**config.mk**
```make
export PLATFORM = sky130hd
export DESIGN_NAME = sigmoid_inv_plan
export DESIGN_NICKNAME = d
export VERILOG_FILES = /design/src/rtl/sigmoid_plan_pkg.sv /design/src/rtl/sigmoid_inv_plan_seg.sv /design/src/rtl/sigmoid_inv_plan.sv
export SDC_FILE = /design/constraint.sdc
export NUM_CORES = 1
export LEC_CHECK = 0
export BUFFER_PORTS_ARGS = -buffer_cell sky130_fd_sc_hd__buf_2
export CAP_MARGIN = 40
export CORE_MARGIN = 3
export CORE_UTILIZATION = 30
export DETAILED_ROUTE_END_ITERATION = 7
export PLACE_DENSITY = 0.54
export SLEW_MARGIN = 20
export SYNTH_ARGS = -nofsm -noshare
export SYNTH_HDL_FRONTEND = slang
export SYNTH_HIERARCHICAL = 1
export SYNTH_SLANG_ARGS = --single-unit
```
**constraint.sdc**
```tcl
create_clock -name clk -period 3 [get_ports clk]
set_input_delay 0.3 -clock clk [delete_from_list [all_inputs] [get_ports clk]]
set_output_delay 0.3 -clock clk [all_outputs]
set_load 0.01 [all_outputs]
```
**src/rtl/sigmoid_plan_pkg.sv**
```systemverilog
// -----------------------------------------------------------------------------
// sigmoid_plan_pkg
// Shared definitions for the PLAN sigmoid family: Q16.16 constants, segment
// breakpoints and offsets used by the inverse (logit) approximation, plus
// the segment and FSM state enumerations.
// No ports (package).
// -----------------------------------------------------------------------------
package sigmoid_plan_pkg;

    // Q16.16 constants
    localparam logic [31:0] ONE   = 32'h0001_0000;
    localparam logic [31:0] HALF  = 32'h0000_8000;
    localparam logic [31:0] FIVE  = 32'h0005_0000;

    // Breakpoints on the folded probability m
    localparam logic [31:0] BRK_B = 32'h0000_C000;
    localparam logic [31:0] BRK_C = 32'h0000_EC00;

    // Per-segment offsets subtracted from m before scaling
    localparam logic [31:0] OFF_B = 32'h0000_A000;
    localparam logic [31:0] OFF_C = 32'h0000_D800;

    typedef enum logic [1:0] {
        SEG_A,
        SEG_B,
        SEG_C,
        SEG_D
    } seg_e;

    typedef enum logic [2:0] {
        IDLE,
        FOLD,
        SEG,
        CALC,
        OUT
    } state_e;

endpackage

```
**src/rtl/sigmoid_inv_plan_seg.sv**
```systemverilog
// -----------------------------------------------------------------------------
// plan_inv_seg
// Combinational magnitude evaluator for the inverse PLAN approximation.
// Given the folded probability m (>= 0.5) and its segment code, returns |x|.
// Ports:
//   m    in  N  folded probability, unsigned Q16.16
//   seg  in  2  segment code (SEG_A..SEG_D)
//   mag  out N  |x|, unsigned Q16.16, at most 5.0
// -----------------------------------------------------------------------------
module plan_inv_seg
    import sigmoid_plan_pkg::*;
#(
    parameter int N = 32
) (
    input  logic [N-1:0] m,
    input  seg_e         seg,
    output logic [N-1:0] mag
);

    // Piecewise-linear inverse; each subtraction is non-negative within its segment.
    always_comb begin
        mag = N'(FIVE);
        case (seg)
            SEG_A:   mag = (m - N'(HALF))  << 3'd2;
            SEG_B:   mag = (m - N'(OFF_B)) << 3'd3;
            SEG_C:   mag = (m - N'(OFF_C)) << 3'd5;
            SEG_D:   mag = N'(FIVE);
            default: mag = N'(FIVE);
        endcase
    end

endmodule

```
**src/rtl/sigmoid_inv_plan.sv**
```systemverilog
// -----------------------------------------------------------------------------
// sigmoid_inv_plan
// Inverse of the PLAN sigmoid approximation: maps a Q16.16 probability y to
// a signed Q16.16 x with PLAN(x) ~= y. Five-state FSM (IDLE, FOLD, SEG,
// CALC, OUT); one operand in flight, result 3 edges after acceptance.
// Ports:
//   clk        in   1  rising-edge clock
//   rst_n      in   1  asynchronous active-low reset
//   in_valid   in   1  operand y present
//   in_ready   out  1  high exactly while the FSM is in IDLE
//   y          in   N  unsigned Q16.16 probability
//   out_valid  out  1  one-cycle pulse, x valid
//   x          out  N  signed Q16.16 result, held until the next result
//   range_err  out  1  only with SIGMOID_INV_RANGE_ERR_EN: y was above 1.0
// Optional feature macro: SIGMOID_INV_RANGE_ERR_EN
// -----------------------------------------------------------------------------
module sigmoid_inv_plan
    import sigmoid_plan_pkg::*;
#(
    parameter int N    = 32,
    parameter int FRAC = 16
) (
    input  logic         clk,
    input  logic         rst_n,
    input  logic         in_valid,
    output logic         in_ready,
    input  logic [N-1:0] y,
    output logic         out_valid,
    output logic [N-1:0] x
`ifdef SIGMOID_INV_RANGE_ERR_EN
    ,
    output logic         range_err
`endif
);

    localparam logic [N-1:0] ONE_N = {{(N-1){1'b0}}, 1'b1} << FRAC;

    state_e       state_q, state_d;
    logic [N-1:0] y_q, y_d;
    logic [N-1:0] m_q, m_d;
    logic         neg_q, neg_d;
    seg_e         seg_q, seg_d;
    logic [N-1:0] x_q, x_d;
    logic         out_valid_q, out_valid_d;
    logic         in_ready_q, in_ready_d;
    logic [N-1:0] mag_s;
`ifdef SIGMOID_INV_RANGE_ERR_EN
    logic         range_err_q, range_err_d;
`endif

    plan_inv_seg #(.N(N)) u_seg (
        .m   (m_q),
        .seg (seg_q),
        .mag (mag_s)
    );

    // Next-state and datapath: fold, classify, evaluate, then pulse the result.
    always_comb begin
        state_d     = state_q;
        y_d         = y_q;
        m_d         = m_q;
        neg_d       = neg_q;
        seg_d       = seg_q;
        x_d         = x_q;
        out_valid_d = 1'b0;
        in_ready_d  = 1'b0;
`ifdef SIGMOID_INV_RANGE_ERR_EN
        range_err_d = range_err_q;
`endif
        case (state_q)
            IDLE: begin
                // in_ready is high throughout IDLE, so in_valid alone accepts.
                if (in_valid) begin
                    y_d     = y;
                    state_d = FOLD;
`ifdef SIGMOID_INV_RANGE_ERR_EN
                    range_err_d = 1'b0;
`endif
                end else begin
                    in_ready_d = 1'b1;
                end
            end
            FOLD: begin
                // logit(1-p) = -logit(p): evaluate on the upper half only.
                if (y_q < N'(HALF)) begin
                    m_d   = ONE_N - y_q;
                    neg_d = 1'b1;
                end else begin
                    m_d   = y_q;
                    neg_d = 1'b0;
                end
                state_d = SEG;
            end
            SEG: begin
                if (m_q >= ONE_N) begin
                    seg_d = SEG_D;
                end else if (m_q >= N'(BRK_C)) begin
                    seg_d = SEG_C;
                end else if (m_q >= N'(BRK_B)) begin
                    seg_d = SEG_B;
                end else begin
                    seg_d = SEG_A;
                end
                state_d = CALC;
            end
            CALC: begin
                if (neg_q) begin
                    x_d = N'(0) - mag_s;
                end else begin
                    x_d = mag_s;
                end
                out_valid_d = 1'b1;
`ifdef SIGMOID_INV_RANGE_ERR_EN
                range_err_d = (y_q > ONE_N);
`endif
                state_d = OUT;
            end
            OUT: begin
                state_d    = IDLE;
                in_ready_d = 1'b1;
            end
            default: begin
                state_d    = IDLE;
                in_ready_d = 1'b1;
            end
        endcase
    end

    // State and output registers; reset aborts any operand in flight.
    always_ff @(posedge clk or negedge rst_n) begin
        if (!rst_n) begin
            state_q     <= IDLE;
            y_q         <= '0;
            m_q         <= '0;
            neg_q       <= 1'b0;
            seg_q       <= SEG_A;
            x_q         <= '0;
            out_valid_q <= 1'b0;
            in_ready_q  <= 1'b1;
`ifdef SIGMOID_INV_RANGE_ERR_EN
            range_err_q <= 1'b0;
`endif
        end else begin
            state_q     <= state_d;
            y_q         <= y_d;
            m_q         <= m_d;
            neg_q       <= neg_d;
            seg_q       <= seg_d;
            x_q         <= x_d;
            out_valid_q <= out_valid_d;
            in_ready_q  <= in_ready_d;
`ifdef SIGMOID_INV_RANGE_ERR_EN
            range_err_q <= range_err_d;
`endif
        end
    end

    assign in_ready  = in_ready_q;
    assign out_valid = out_valid_q;
    assign x         = x_q;
`ifdef SIGMOID_INV_RANGE_ERR_EN
    assign range_err = range_err_q;
`endif

endmodule

```
Word-level counts from Yosys, hierarchy flattened
Index checks and enable logic that the tools add are counted. W data, S select, Z words.

Flip-flop bits (word level): 104. Input port bits: 35. Word-level logic and storage cells: 40.

Add/subtract/negate cells: 5. $lt $le $gt $ge: 4. Equal/unequal tests: 7. Mux-type cells: 12. Reduce and logical (&&, ||, !) cells: 4.

Operator list (number): $pmux W32 S4 (1); $ge A32 B16 Y1 const B (2); $mux W32 (2); $ge A32 B17 Y1 const B (1); $lt A32 B16 Y1 const B (1); $sub A1 B32 Y32 const A (1); $sub A17 B32 Y32 const A (1); $sub A30 B16 Y30 const B (1); $sub A29 B16 Y29 const B (1); $sub A27 B16 Y27 const B (1); $pmux W3 S4 (1); $eq A3 B2 Y1 const B (2); $eq A2 B2 Y1 const B (2); $mux W1 (4); $mux W2 (2); $eq A3 B1 Y1 const B (1); $logic_not A3 Y1 (1); $mux W3 (1); $reduce_or A3 Y1 (1); $eq A2 B1 Y1 const B (1); $logic_not A2 Y1 (1); $ne A2 B2 Y1 const B (1); $pmux W1 S2 (1); $reduce_and A2 Y1 (1).

Longest topological paths before layout
Gate-level depths: netlist of run 1.

Depth after elaboration: 4. Depth in mapped cells: 14.

By module
Netlist of run 1, hierarchy kept.

Modules (own cells, without submodules): sigmoid_inv_plan (instances 1, cells each 446, area each 4963.5 um2, sequential area each 2603.7 um2); plan_inv_seg (instances 1, cells each 227, area each 1461.4 um2, sequential area each 0.0 um2).

Least setup slack after synthesis of run 1
Ideal clock, no wire load.

Path type: register to register. Start: reg m_q[16]. End: reg x_q[31] (netlist: x[31]). Setup time: 0.123 ns. Arrival time: 2.963 ns. Required time: 2.877 ns. Setup slack: -0.085 ns. Stages on the path, launching flop included: 14. Buffers on the path: 1. Period minus slack after synthesis: 3.085 ns. Cell sequence: dfrtp_1 -> buf_6 -> inv_1 -> ha_1 -> nand2b_1 -> and4b_1 -> nand2_1 -> xnor2_1 -> a221o_1 -> or3_2 -> or4_1 -> o31ai_1 -> xor2_1 -> o21ai_1.

Word-level cells in the longest chain between the ends: 4.

Ends and longest elaborated chain: start: declaration (RTL line sigmoid_inv_plan.sv:40) `logic [N-1:0] m_q, m_d;`; start signal: assignment (RTL line sigmoid_inv_plan.sv:146) `m_q <= m_d;`; $sub A30 B16 Y30 (tied with other cells) (RTL line sigmoid_inv_plan_seg.sv:24) `SEG_A: mag = (m - N'(HALF)) << 3'd2;`; $pmux W32 S4 * (RTL line sigmoid_inv_plan_seg.sv:23) `case (seg)`; via mag_s[28] (RTL line sigmoid_inv_plan.sv:46) `logic [N-1:0] mag_s;`; $sub A1 B32 Y32 * (RTL line sigmoid_inv_plan.sv:108) `x_d = N'(0) - mag_s;`; $mux W32 * (RTL line sigmoid_inv_plan.sv:107) `if (neg_q) begin`; end signal: assignment (RTL line sigmoid_inv_plan.sv:137) `x_q <= '0;`; end signal: assignment (RTL line sigmoid_inv_plan.sv:149) `x_q <= x_d;`; end: declaration (RTL line sigmoid_inv_plan.sv:43) `logic [N-1:0] x_q, x_d;`.

Mark *: on every way through the listed nets, which the timed path passes. The rest lies on a longest branch. The select of a mux whose other input is x is not followed. A chain may end at the register's enable or synchronous reset.

Final worst setup path of run 1
Same ends and word-level chain as after synthesis.

==> results of run 1 <==
## metal layers
layer	routed length (microns)	up-vias	track usage, %
li1	-	2622	-
met1	8455	2423	21.33
met2	6234	119	17.82
met3	764	11	3.209
met4	143	0	2.697
met5	0	-	0
## synth_stat cells (4+ instances only)
master / number
nand2_1: 69
xor2_1: 43
nor4_1: 13
nand3_1: 11
o21ai_1: 12
o22ai_1: 5
a211oi_1: 5
o21ai_0: 48
buf_1: 5
clkbuf_1: 22
buf_2: 10
nor3b_1: 4
mux2_2: 47
nor3_1: 17
a21oi_1: 37
o211ai_1: 6
buf_4: 5
o41ai_2: 4
buf_6: 4
inv_1: 13
nand4_1: 6
nor4_2: 4
ha_1: 8
nand2b_1: 4
xnor2_1: 38
a22oi_1: 4
dfrtp_1: 103
o31ai_1: 11
nor2b_1: 12
or3_1: 6
or2_2: 4
nor2_1: 46
o221ai_1: 4
mux2i_1: 7
## cells by family (layout without fill, tap and decap cells)
family                   after synthesis  in the layout  share of synthesized area, %
AO/OA/AOI/OAI                        146            146                         14.00
XOR/XNOR                              81             81                         11.04
adder cells (fa/ha/maj)                8              8                         1.558
buffers and inverters                 60            178                         4.615
flip-flops                           104            104                         40.53
multiplexers                          54             54                         9.328
other                                  1              2                       0.05837
AND/OR/NAND/NOR                      219            220                         18.87
## report_power, final
part	internal [mW]	switching (mW)	leakage, nW
clock network	0.676	0.600	0.158
logic	1.66	1.69	1.86
registers	2.05	0.648	1.27
## worst register-to-register path, stage by stage, from the launching register on
cell and delay (ps):
dfrtp_2 450, buf_4 190, or3_1 420, a21oi_2 220
xnor2_1 150, o21ai_1 90, or3_4 390, or4_4 500
o31ai_4 240, xor2_1 160, o21ai_1 70
## final timing paths
path / from / endpoint / slack (ps)
worst max-delay path: m_q[16]$_DFFE_PN0P_ / x[31]$_DFFE_PN0P_ / -10
worst min-delay path: y[1] / y_q[1]$_DFFE_PN0P_ / 150
worst max register to register: m_q[16]$_DFFE_PN0P_ / x[31]$_DFFE_PN0P_ / -10
worst min register to register: x[0]$_DFFE_PN0P_ / x[0]$_DFFE_PN0P_ / 470
max in group asynchronous: rst_n / m_q[21]$_DFFE_PN0P_ / 1800
min in group asynchronous: rst_n / out_valid$_DFF_PN0_ / 450
## final cells by class
type	count	area [sq um]	area share, %
clock buffers	9	225.2	2.788
clock inverters	7	95.09	1.177
inverters	13	51.30	0.6350
multi-input cells	511	3771	46.68
flip-flops and latches	104	2610	32.31
well taps	270	337.8	4.182
repair buffers	149	988.4	12.23
## stage by stage
step           cells  hold WS, ps
2_1_floorplan    674        4.409
3_3_place_gp    1038        300.4
3_5_place_dp    1038        298.1
4_1_cts         1058        128.1
5_1_grt         1063        146.6
6_report        1063        145.3
## repair_timing
item,CTS,global route
endpoints found under the hold margin,35,0
endpoints found under the setup margin,5,12
gates resized for setup,2,42
hold buffers,1,0
pin swaps,4,17
gates cloned,1,1
buffers inserted,2,4
## registers in the layout, summed over array words and instances, names as in the netlist
signal / cells
m_q: 32
x: 32
y_q: 32
state_q: 3
seg_q: 2
in_ready: 1
neg_q: 1
out_valid: 1
==> impl_metrics.toml, run 1 <==
[detailed_routing]
vias = 5175
wirelength_mm = 15.60
first_iter_violations = 281
via_per_inst = 4.868
dr.pass1.iters = 4
ant_nets = 0
drc = 0
wl_per_cell_microns = 14.67

[sta]
grt_setup_unrepaired = "true"
slew_violations = 0
fin_skew_ps = 12.52
finalHoldViolations = 0
finalSetupViolCount = 1
finalCriticalPeriod_ps = 3012
setup_tns_ps = -11.82
period_share_pct = 100.4
fmax_mhz = 332.0
maxSlewHeadroom_pct = 49.85
worstMarginPinSlew_ps = 744.4
finalWorstSetupSlack_ps = -11.82

[power_and_ir_drop]
power.density_nw_per_um2 = 906.7
p_leak_nw = 3.284
vdd_drop_max_mv = 0.5261
power_mw = 7.326

[clocking]
clock-sinks = 104
cts_max_path_buffers = 2
cts_tree = "done"
clockRootBuffer = "clkbuf_16"
clkTransAtPathRegs_ps = 80
cts-buffers-inserted = 9
cts_max_level = 3
clk_latency_ps = 360

[grt]
grt_max_degree = 69
grt_pass1_vias = 4846
grt_pass1_wl_mm = 25.83
antenna_found_initial = 0
grt_overflow_total = 0
grt.total_usage_pct = 13.30

[worst_setup_path]
path_cells = "buf_4 -> or3_1 -> a21oi_2 -> xnor2_1 -> o21ai_1 -> or3_4 -> or4_4 -> o31ai_4 -> xor2_1 -> o21ai_1"
crit_family = "simple AND/OR/NAND/NOR gates"
crit_path_end_kind = "register"
r2r_cells = 10
crit_top_cell = "o21ai_1"
crit_cells = 10
start_kind = "register"
worst-path-max-fanout = 7
cp.arrival_ps = 3240
path_buf_inv = 1
worstPathRequired_ps = 3230
crit_slowest_cell = "or4_4"
path_class = "register to register"
cpPeakStageDelay_ps = 500

[logic_synthesis]
yosysTopAreaCell = "dfrtp_1"
ys_top_cells_by_area = "dfrtp_1 (40%), mux2_2 (8.2%), xor2_1 (5.9%), xnor2_1 (5.2%), nand2_1 (4.0%)"
synth_cell_types = 61
synth.avg_cell_area_sq_um = 9.547
synth_edf_count = 0
ys_seq_area_share_pct = 40.53
ys.flop_type = "dfrtp_1"
syn_area_sq_um = 6425
synthCells = 673
synth_top_area_share_pct = 40.12
yosysWarnings = 6
async_reset_ff_share_pct = 100.0
ys_ff_latch = 104

[placed_design]
port_buffers = 68
gp_congestion = 0.8804
dp_hpwl_mm = 11.42
place_ws_ps = -51.38
place_area_sq_um = 7456

[floorplanning]
die_w_microns = 152.3
dieArea_sq_um = 23210
die_height_microns = 152.3
fp-row-count = 52
num_io_pins = 69
core_sq_um = 20620
initial_core_util_pct = 31.15

[final_layout]
final_common_cell = "dfrtp_1"
final_area_sq_um = 8079
layout_common_cells = "dfrtp_1 (98), buf_4 (76), nand2_1 (69), buf_2 (68), mux2_2 (47)"
final.fill_count = 2061
finalNetCount = 831
drive_gt1_share_pct = 34.43
fin_util_pct = 39.17
syn2layout_area_growth_pct = 25.74
diodes = 0

[min_path]
hold_path_class = "input port to register"
min_path_cells = 3

[flow_run]
drv_cap = 0

[outcome]
status = "finished, violations left"
violations = "setup timing"
No activity file was read; power rests on OpenSTA's default activity.
==> inputs of run 2 (changes only) <==
--- a/config.mk
+++ b/config.mk
@@ -10,6 +10,7 @@
 export CORE_MARGIN = 3
 export CORE_UTILIZATION = 30
 export DETAILED_ROUTE_END_ITERATION = 7
+export MAX_ROUTING_LAYER = met4
 export PLACE_DENSITY = 0.54
 export SLEW_MARGIN = 20
 export SYNTH_ARGS = -nofsm -noshare
==> run 2 against run 1 <==
Via count is 0.70% lower. Clock skew is 0.69 ps lower. Combinational power is 2% lower. Clock power is 5% lower. Global-route usage is 0.22 points higher. Maximum frequency hardly changed. Routed wire length is 2.3% lower. Sequential share of layout area is 0.10 points higher. Utilization is 0.16 points lower. The flow still finishes with violations (setup timing). Critical endpoint unchanged. Critical path type unchanged.
==> impl_metrics.toml, run 2 (same netlist as run 1, synthesis figures left out) <==
[outcome]
status = "finished, violations left"
violations = "setup timing"

[final_layout]
diodes = 0
register_area_sq_um = 2608
layout_common_cells = "dfrtp_1 (100), buf_4 (85), nand2_1 (69), buf_2 (68), mux2_2 (47)"
finalNetCount = 839
final.fill_count = 2109
syn2layout_area_growth_pct = 25.24
final_common_cell = "dfrtp_1"
drive_gt1_share_pct = 34.08
multi_input_area_sq_um = 3719

[worst_setup_path]
reg2reg_slack_ps = -10
worstPathRequired_ps = 3220
crit_path_end_kind = "register"
path_cells = "nor4_4 -> and4b_1 -> nand2_1 -> xnor2_1 -> a221o_1 -> or3_4 -> or4_4 -> o31ai_4 -> xor2_1 -> o21ai_1"
worstReg2RegStart = "m_q[18]$_DFFE_PN0P_"
worst-path-max-fanout = 3
cp.arrival_ps = 3230
path_class = "register to register"
r2r_cells = 10
crit_slowest_cell = "dfrtp_2"
start_kind = "register"
cpPeakStageDelay_ps = 450
timing.rr.end = "x[31]$_DFFE_PN0P_"

[floorplanning]
dieArea_sq_um = 23210
initial_core_util_pct = 31.15
core_sq_um = 20620
die_height_microns = 152.3
num_io_pins = 69
fp-row-count = 52
die_w_microns = 152.3

[clocking]
cts-buffers-inserted = 9
clk_latency_ps = 360
clkTransAtPathRegs_ps = 70
cts_tree = "done"
clockRootBuffer = "clkbuf_16"
clock-sinks = 104
cts_max_path_buffers = 2
cts_max_level = 3

[sta]
grt_setup_unrepaired = "true"
maxSlewHeadroom_pct = 50.76
worstMarginPinSlew_ps = 730.9
period_share_pct = 100.4
setup_tns_ps = -20.19
fmax_mhz = 332.1
finalCriticalPeriod_ps = 3012
finalHoldViolations = 0
holdWs_ps = 152.5
slew_violations = 0
finalWorstSetupSlack_ps = -11.54
fin_skew_ps = 11.84
finalSetupViolCount = 2

[min_path]
whs_endpoint = "y_q[1]$_DFFE_PN0P_"
hold_path_class = "input port to register"
min_from = "y[1]"
min_path_cells = 3

[placed_design]
port_buffers = 68
gp_congestion = 0.8769
dp_hpwl_mm = 11.48
place_ws_ps = -67.92

[power_and_ir_drop]
power.density_nw_per_um2 = 894.7
vdd_drop_max_mv = 0.3681
p_int_mw = 4.375
p_leak_nw = 3.289
p_clk_share_pct = 16.8
switching_share_pct = 39.23
seq_power_share_pct = 37.3
combPwrFrac_pct = 45.9
switchingPower_mw = 2.824

[grt]
grt.total_usage_pct = 13.52
grt_overflow_total = 0
grt_pass1_wl_mm = 25.59
grt_most_used_layer = "met1"
met1_usage_pct = 20.71
use_met3_pct = 2.954
met2_usage_pct = 17.97
grt_max_degree = 67
antenna_found_initial = 0
grt_pass1_vias = 4833

[detailed_routing]
wirelength_mm = 15.25
via_per_inst = 4.798
ant_nets = 0
drc = 0
wl_per_cell_microns = 14.23
first_iter_violations = 214
dr.pass1.iters = 4
vias = 5139

[flow_run]
drv_cap = 0
-- run 2: changes by cell type in the layout (fill, tap and decap cells not counted), sizes merged --
cell,before,now
buf,147,156
clkinvlp,0,2
inv,18,16
clkinv,1,0
-- run 2: cell type report --
| type | instances | area share (%) |
|---|---|---|
| multi-input combinational | 511 | 46.21 |
| sequential | 104 | 32.41 |
| timing repair buffer | 157 | 12.81 |
| tap | 270 | 4.198 |
| clock buffer | 10 | 2.846 |
| clock inverter | 6 | 0.9174 |
| inverter | 13 | 0.6064 |
-- run 2: per-stage QoR --
stage | power [mW] | util (%) | cells | area [sq um]
after CTS | 7.201 | 38.14 | 1062 | 7866
after global placement | 5.884 | 36.26 | 1041 | 7478
after detailed placement | 5.907 | 36.31 | 1042 | 7490
after global routing | 7.782 | 39.01 | 1071 | 8046
after floorplan | 4.751 | - | 674 | 6462
final | 7.200 | 39.01 | 1071 | 8046
-- run 2: worst max path at each step --
stage	startpoint	end
CTS	m_q[16]$_DFFE_PN0P_	x[31]$_DFFE_PN0P_
finish	m_q[18]$_DFFE_PN0P_	x[31]$_DFFE_PN0P_
detailed placement	m_q[13]$_DFFE_PN0P_	x[31]$_DFFE_PN0P_
floorplan	m_q[19]$_DFFE_PN0P_	x[31]$_DFFE_PN0P_
global placement	m_q[16]$_DFFE_PN0P_	x[31]$_DFFE_PN0P_
global route	m_q[18]$_DFFE_PN0P_	x[31]$_DFFE_PN0P_
-- run 2: critical path: cells and delay by family (launching register included) --
family | cells | cell delay, ps
xor gates and xnor gates | 2 | 300
and+or+nand+nor | 5 | 1470
AOI/OAI and AO/OA | 3 | 660
DFF | 1 | 450
-- run 2: timing repair --
action	4_1_cts	5_1_grt
buffers inserted	2	8
resized for setup	6	25
gates cloned	1	1
hold buffers	1	0
pin swaps	5	11
hold endpoints to repair	33	0
setup endpoints to repair	5	10
-- run 2: per-layer routing --
metal	vias to the layer above	routed length (microns)
met5	-	0
met4	0	148
met3	11	651
met2	100	6106
met1	2405	8338
li1	2623	-
-- run 2: power by group through the flow --
stage / sequential, mW / clock [mW] / combinational, mW
after detailed placement: 2.71 / 0 / 3.20
after global routing: 2.80 / 1.31 / 3.67
after global placement: 2.69 / 0 / 3.20
after floorplan: 2.56 / 0 / 2.19
after CTS: 2.68 / 1.27 / 3.25
final: 2.69 / 1.21 / 3.30
